File: config.mk
export PLATFORM = sky130hd
export DESIGN_NAME = id_arb
export DESIGN_NICKNAME = d
export VERILOG_FILES = /design/src/rtl/id_arb.sv
export SDC_FILE = /design/constraint.sdc
export NUM_CORES = 1
export LEC_CHECK = 0
export ABC_AREA = 1
export ABC_CLOCK_PERIOD_IN_PS = 5100
export BUFFER_PORTS_ARGS = -buffer_cell sky130_fd_sc_hd__buf_4
export CAP_MARGIN = 5
export CORE_MARGIN = 2
export CORE_UTILIZATION = 58
export CTS_BUF_LIST = sky130_fd_sc_hd__clkbuf_4 sky130_fd_sc_hd__clkbuf_8
export CTS_CLUSTER_SIZE = 10
export DETAILED_ROUTE_END_ITERATION = 10
export PLACE_DENSITY = 0.87
export SLEW_MARGIN = 20
export SYNTH_ARGS = -nofsm -noshare
export SYNTH_HDL_FRONTEND = slang
export SYNTH_SLANG_ARGS = --single-unit
File: constraint.sdc
create_clock -name clk -period 5.1 [get_ports clk]
set_input_delay 1.02 -clock clk [delete_from_list [all_inputs] [get_ports clk]]
set_output_delay 1.02 -clock clk [all_outputs]
set_load 0.005 [all_outputs]
File: src/rtl/id_arb.sv
`default_nettype none
// ============================================================================
// Module   : id_arb
// Purpose  : Two-requester round-robin arbiter feeding an identifier scanner
//            that counts letter-then-digit tokens per requester.
// Revision : 1.0 - initial release
// ============================================================================
module id_arb (
    input  logic       clk,
    input  logic       reset,
    input  logic       req0_valid,
    input  logic       req1_valid,
    input  logic [7:0] req0_char,
    input  logic [7:0] req1_char,
    output logic       req0_ready,
    output logic       req1_ready,
    output logic [1:0] grant,
    output logic       scan_valid,
    output logic [7:0] scan_char,
    output logic       id_done,
    output logic [7:0] cnt0,
    output logic [7:0] cnt1
);

    // State encodings double as the one-hot grant value.
    typedef enum logic [1:0] {
        ST_IDLE = 2'b00,
        ST_OWN0 = 2'b01,
        ST_OWN1 = 2'b10
    } state_t;

    typedef enum logic [1:0] {
        SC_T0 = 2'd0,
        SC_T1 = 2'd1,
        SC_T2 = 2'd2
    } scan_t;

    localparam logic [4:0] c_LAST_LEN = 5'd15;
    localparam logic [7:0] c_CNT_MAX  = 8'hFF;

    state_t     r_state, w_state_nxt;
    scan_t      r_scan,  w_scan_nxt;
    logic [4:0] r_len,   w_len_nxt;
    logic       r_last,  w_last_nxt;
    logic [7:0] r_cnt0,  r_cnt1;

    logic       w_sel;
    logic       w_xfer;
    logic [7:0] w_char;
    logic       w_letter;
    logic       w_digit;
    logic       w_id_end;

    assign req0_ready = (r_state == ST_OWN0);
    assign req1_ready = (r_state == ST_OWN1);
    assign w_sel      = req1_ready;
    assign w_char     = w_sel ? req1_char : req0_char;
    assign w_xfer     = (req0_ready && req0_valid) || (req1_ready && req1_valid);

    assign w_letter = ((w_char >= 8'h41) && (w_char <= 8'h5A)) ||
                      ((w_char >= 8'h61) && (w_char <= 8'h7A));
    assign w_digit  = (w_char >= 8'h30) && (w_char <= 8'h39);

    assign grant      = r_state;
    assign scan_valid = w_xfer;
    assign scan_char  = w_xfer ? w_char : 8'h00;
    assign id_done    = w_id_end;
    assign cnt0       = r_cnt0;
    assign cnt1       = r_cnt1;

    always_comb begin
        w_state_nxt = r_state;
        w_scan_nxt  = r_scan;
        w_len_nxt   = r_len;
        w_last_nxt  = r_last;
        w_id_end    = 1'b0;
        case (r_state)
            ST_IDLE: begin
                // r_last high means requester 1 was served last, so 0 wins a tie.
                if (req0_valid && (!req1_valid || r_last)) begin
                    w_state_nxt = ST_OWN0;
                    w_len_nxt   = 5'd0;
                    w_scan_nxt  = SC_T0;
                end else if (req1_valid) begin
                    w_state_nxt = ST_OWN1;
                    w_len_nxt   = 5'd0;
                    w_scan_nxt  = SC_T0;
                end
            end
            ST_OWN0, ST_OWN1: begin
                if (w_xfer) begin
                    if (!w_letter && !w_digit) begin
                        w_id_end    = (r_scan == SC_T2);
                        w_state_nxt = ST_IDLE;
                        w_last_nxt  = w_sel;
                        w_scan_nxt  = SC_T0;
                    end else begin
                        w_len_nxt = r_len + 5'd1;
                        if (r_len == c_LAST_LEN) begin
                            // Overlong token: give up the scanner without counting.
                            w_state_nxt = ST_IDLE;
                            w_last_nxt  = w_sel;
                            w_scan_nxt  = SC_T0;
                        end else if (w_letter) begin
                            w_scan_nxt = SC_T1;
                        end else if (r_scan != SC_T0) begin
                            w_scan_nxt = SC_T2;
                        end
                    end
                end
            end
            default: w_state_nxt = ST_IDLE;
        endcase
    end

    always_ff @(posedge clk) begin
        if (reset) begin
            r_state <= ST_IDLE;
            r_scan  <= SC_T0;
            r_len   <= 5'd0;
            r_last  <= 1'b1;
            r_cnt0  <= 8'h00;
            r_cnt1  <= 8'h00;
        end else begin
            r_state <= w_state_nxt;
            r_scan  <= w_scan_nxt;
            r_len   <= w_len_nxt;
            r_last  <= w_last_nxt;
            if (w_id_end && !w_sel && (r_cnt0 != c_CNT_MAX)) begin
                r_cnt0 <= r_cnt0 + 8'd1;
            end
            if (w_id_end && w_sel && (r_cnt1 != c_CNT_MAX)) begin
                r_cnt1 <= r_cnt1 + 8'd1;
            end
        end
    end

endmodule
`default_nettype wire

==> results.json <==
{
  "run_status": "completed",
  "postCtsResizedCells": 0,
  "place.detailed.hpwl_um": 2810,
  "hold_start": "r_len[4]",
  "tritoncts_buffers": 3,
  "worstHoldPathType": "flop to flop",
  "detailed_place.area_mm2": 0.00210,
  "critical_path.reg2reg.endpoint": "cnt0[1]",
  "drt.antenna.violating_nets": 0,
  "worst_hold_path_cell_count": 2,
  "synth_seq_area_share": 0.302,
  "cpLargestDelayFamily": "simple AND/OR/NAND/NOR gates",
  "max-clock-path-buffers": 2,
  "postSynthAreaPerCell_um2": 6.32,
  "irDropWorstVdd_v": 0.000257,
  "totalNegativeSetupSlack_ps": 0,
  "final-hold-violation-count": 0,
  "crit_fanout": 17,
  "post-layout-total-power_mw": 0.685,
  "final.setup_skew_ps": 6.02,
  "initial_utilization": 0.620,
  "crit_start": "grant[0]",
  "timing.final.crit_share": 0.705,
  "pre_cts_ws_ps": 1740,
  "power.leakage_nw": 1.07,
  "finish.utilization": 0.767,
  "synth.ff_latch_count": 26,
  "synth_cell_types": 26,
  "number_of_synthesized_flops_with_an_enable_pin": 0,
  "grt_antenna_before_repair": 0,
  "setup_viol_count_final": 0,
  "netlist_top_cells_count": "67 x sky130_fd_sc_hd__nand2_1, 42 x sky130_fd_sc_hd__inv_1, 34 x sky130_fd_sc_hd__nor2_1",
  "clock-root-buffer": "sky130_fd_sc_hd__clkbuf_4",
  "netlist.top_cell.by_area": "sky130_fd_sc_hd__dfxtp_1",
  "drive_above_1_share": 0.190,
  "drt_pass1_iterations": 4,
  "critical_path.most_common_cell": "sky130_fd_sc_hd__nand2_1",
  "critical_path.cell_chain": "inv_1, ha_1, inv_2, nand2_1, nand2_1, nand2_1, nand2_1, clkinv_1, nand3_2, nand2_2, nand3_2, nor2_4, buf_4",
  "via_per_inst": 5.14,
  "synth_area_mm2": 0.00173,
  "footprint_of_the_multi_input_gates_mm2": 0.00100,
  "floorplan.io_pins": 50,
  "fp-row-count": 19,
  "clock.fmax_ghz": 0.278,
  "antenna_cells": 0,
  "worst_skew_pair.late_latency_ps": 320,
  "netlist_instances": 273,
  "max_cap_viol_count": 0,
  "detail_route.iter0.violations": 74,
  "tritoncts": "built",
  "post-synth-top-count-cell": "sky130_fd_sc_hd__nand2_1",
  "synth_area_leaders": "sky130_fd_sc_hd__dfxtp_1 30%, sky130_fd_sc_hd__nand2_1 15%, sky130_fd_sc_hd__inv_1 9.1%",
  "grt_start_max_net_pins": 18,
  "groute.usage.overall": 0.229,
  "die_width_um": 58.5,
  "grt_overflow": 0,
  "ff2ff_path_depth": 15,
  "post_cts.repair.setup_buffers": 0,
  "rsz0062_at_grt": "false",
  "critical-path-slowest-cell": "sky130_fd_sc_hd__ha_1",
  "regToRegStartpoint": "grant[0]",
  "grt_pass1_vias": 1533,
  "die_area_mm2": 0.00343,
  "synthArstFlopShare": 0,
  "clk_pin_slew_worst_paths_ps": 140,
  "cpPeakStageDelay_ps": 520,
  "cts.sink_count": 26,
  "finalNetCount": 349,
  "slew_violations": 0,
  "yosys_warnings": 0,
  "totalWireLength_um": 3660,
  "hold-path-endpoint": "r_len[4]",
  "wl_per_cell_um": 10.4,
  "syn_nets": 300,
  "max_slew.worst_pin.slew_ps": 557,
  "data_arrival_critical_path_ps": 2580,
  "required_ps": 4080,
  "gp_routability_congestion": 0.880,
  "layout_setup_ws_ps": 1500,
  "powerDensity_mw_per_mm2": 321,
  "cts_hold_buffers": 0,
  "end_kind": "output pin",
  "layout_min_cycle_time_ps": 3600,
  "slew-limit-headroom": 0.629,
  "areaGrowthSynthToFinish_pct": 23.6,
  "cts_h_tree_depth": 1,
  "yosys_most_used_dff": "sky130_fd_sc_hd__dfxtp_1",
  "filler_cell_count": 241,
  "die_y_um": 58.5,
  "worst-path-buf-inv": 4,
  "grt_first_pass_wirelength_um": 6230,
  "count_of_port_buffers_added_during_placement": 49,
  "synth_top_cell_area_share": 0.302,
  "final_cell_area_mm2": 0.00213,
  "routed-via-count": 1808,
  "rrSetupSlack_ps": 2480,
  "sequential_cell_area_in_the_final_layout_um2": 520,
  "core_area_mm2": 0.00278,
  "timing.setup.critical_path_class": "flop to output pin",
  "critical_path.startpoint_type": "flop",
  "detail_route.drc_violations": 0
}
-- tightest hold or removal path, delay by kind of cell, from the launching register on --
family,cells,cell delay [ps]
buf+inv,1,60
compound gates,1,60
flops,1,320
-- cell usage in the layout (no fill, tap or decap), drive strengths merged, types with 8 or more instances in the layout --
cell,n
a21oi,17
buf,49
dfxtp,26
inv,43
nand2,69
nand3,29
nand4,8
nor2,35
o21ai,13
xor2,10
-- cell families (layout without fill, tap and decap cells) --
family / count (synthesis) / count (layout) / synth area share
simple gates: 147 / 147 / 0.372
buf+inv: 49 / 97 / 0.116
compound gates: 32 / 32 / 0.0986
flops: 26 / 26 / 0.302
xor+xnor: 12 / 12 / 0.0609
fa+ha+maj: 7 / 7 / 0.0508
-- state kept, by name (all words and copies together), names as in the netlist --
signal  flops
r_scan      2
r_last      1
r_len       5
grant       2
cnt1        8
cnt0        8
-- through the flow --
step                std cells  hold WS (ps)
detailed placement        348           445
floorplan                 273           424
finish                    352           472
global route              352           508
CTS                       352           474
global placement          348           445
-- final cells by class --
class                   count  share of cell area
well taps                  31              0.0182
inverters                  44              0.0774
multi-input cells         198               0.471
flip-flops and latches     26               0.244
clock buffers               4              0.0170
repair buffers             49               0.172
-- worst max-delay path by stage --
stage              end  slack, ps  cells after the start
5_1_grt        id_done       1190                     13
6_report       id_done       1500                     13
3_3_place_gp   id_done       1750                      9
2_1_floorplan  id_done       2170                      8
3_5_place_dp   id_done       1740                      9
4_1_cts        id_done       1480                     13
-- where the power goes --
part	switching, mW	total (mW)	internal, mW
Sequential	0.0110	0.232	0.221
Clock	0.0604	0.104	0.0436
Combinational	0.220	0.350	0.130
Total	0.291	0.685	0.394
-- layer usage --
metal,vias up,GRT usage,wire (um)
li1,961,-,-
met1,790,0.290,1700
met2,57,0.387,1680
met3,0,0.0352,274
met4,0,0.0963,0
met5,-,0,0
Note: power is estimated with default switching activity, not from simulation.
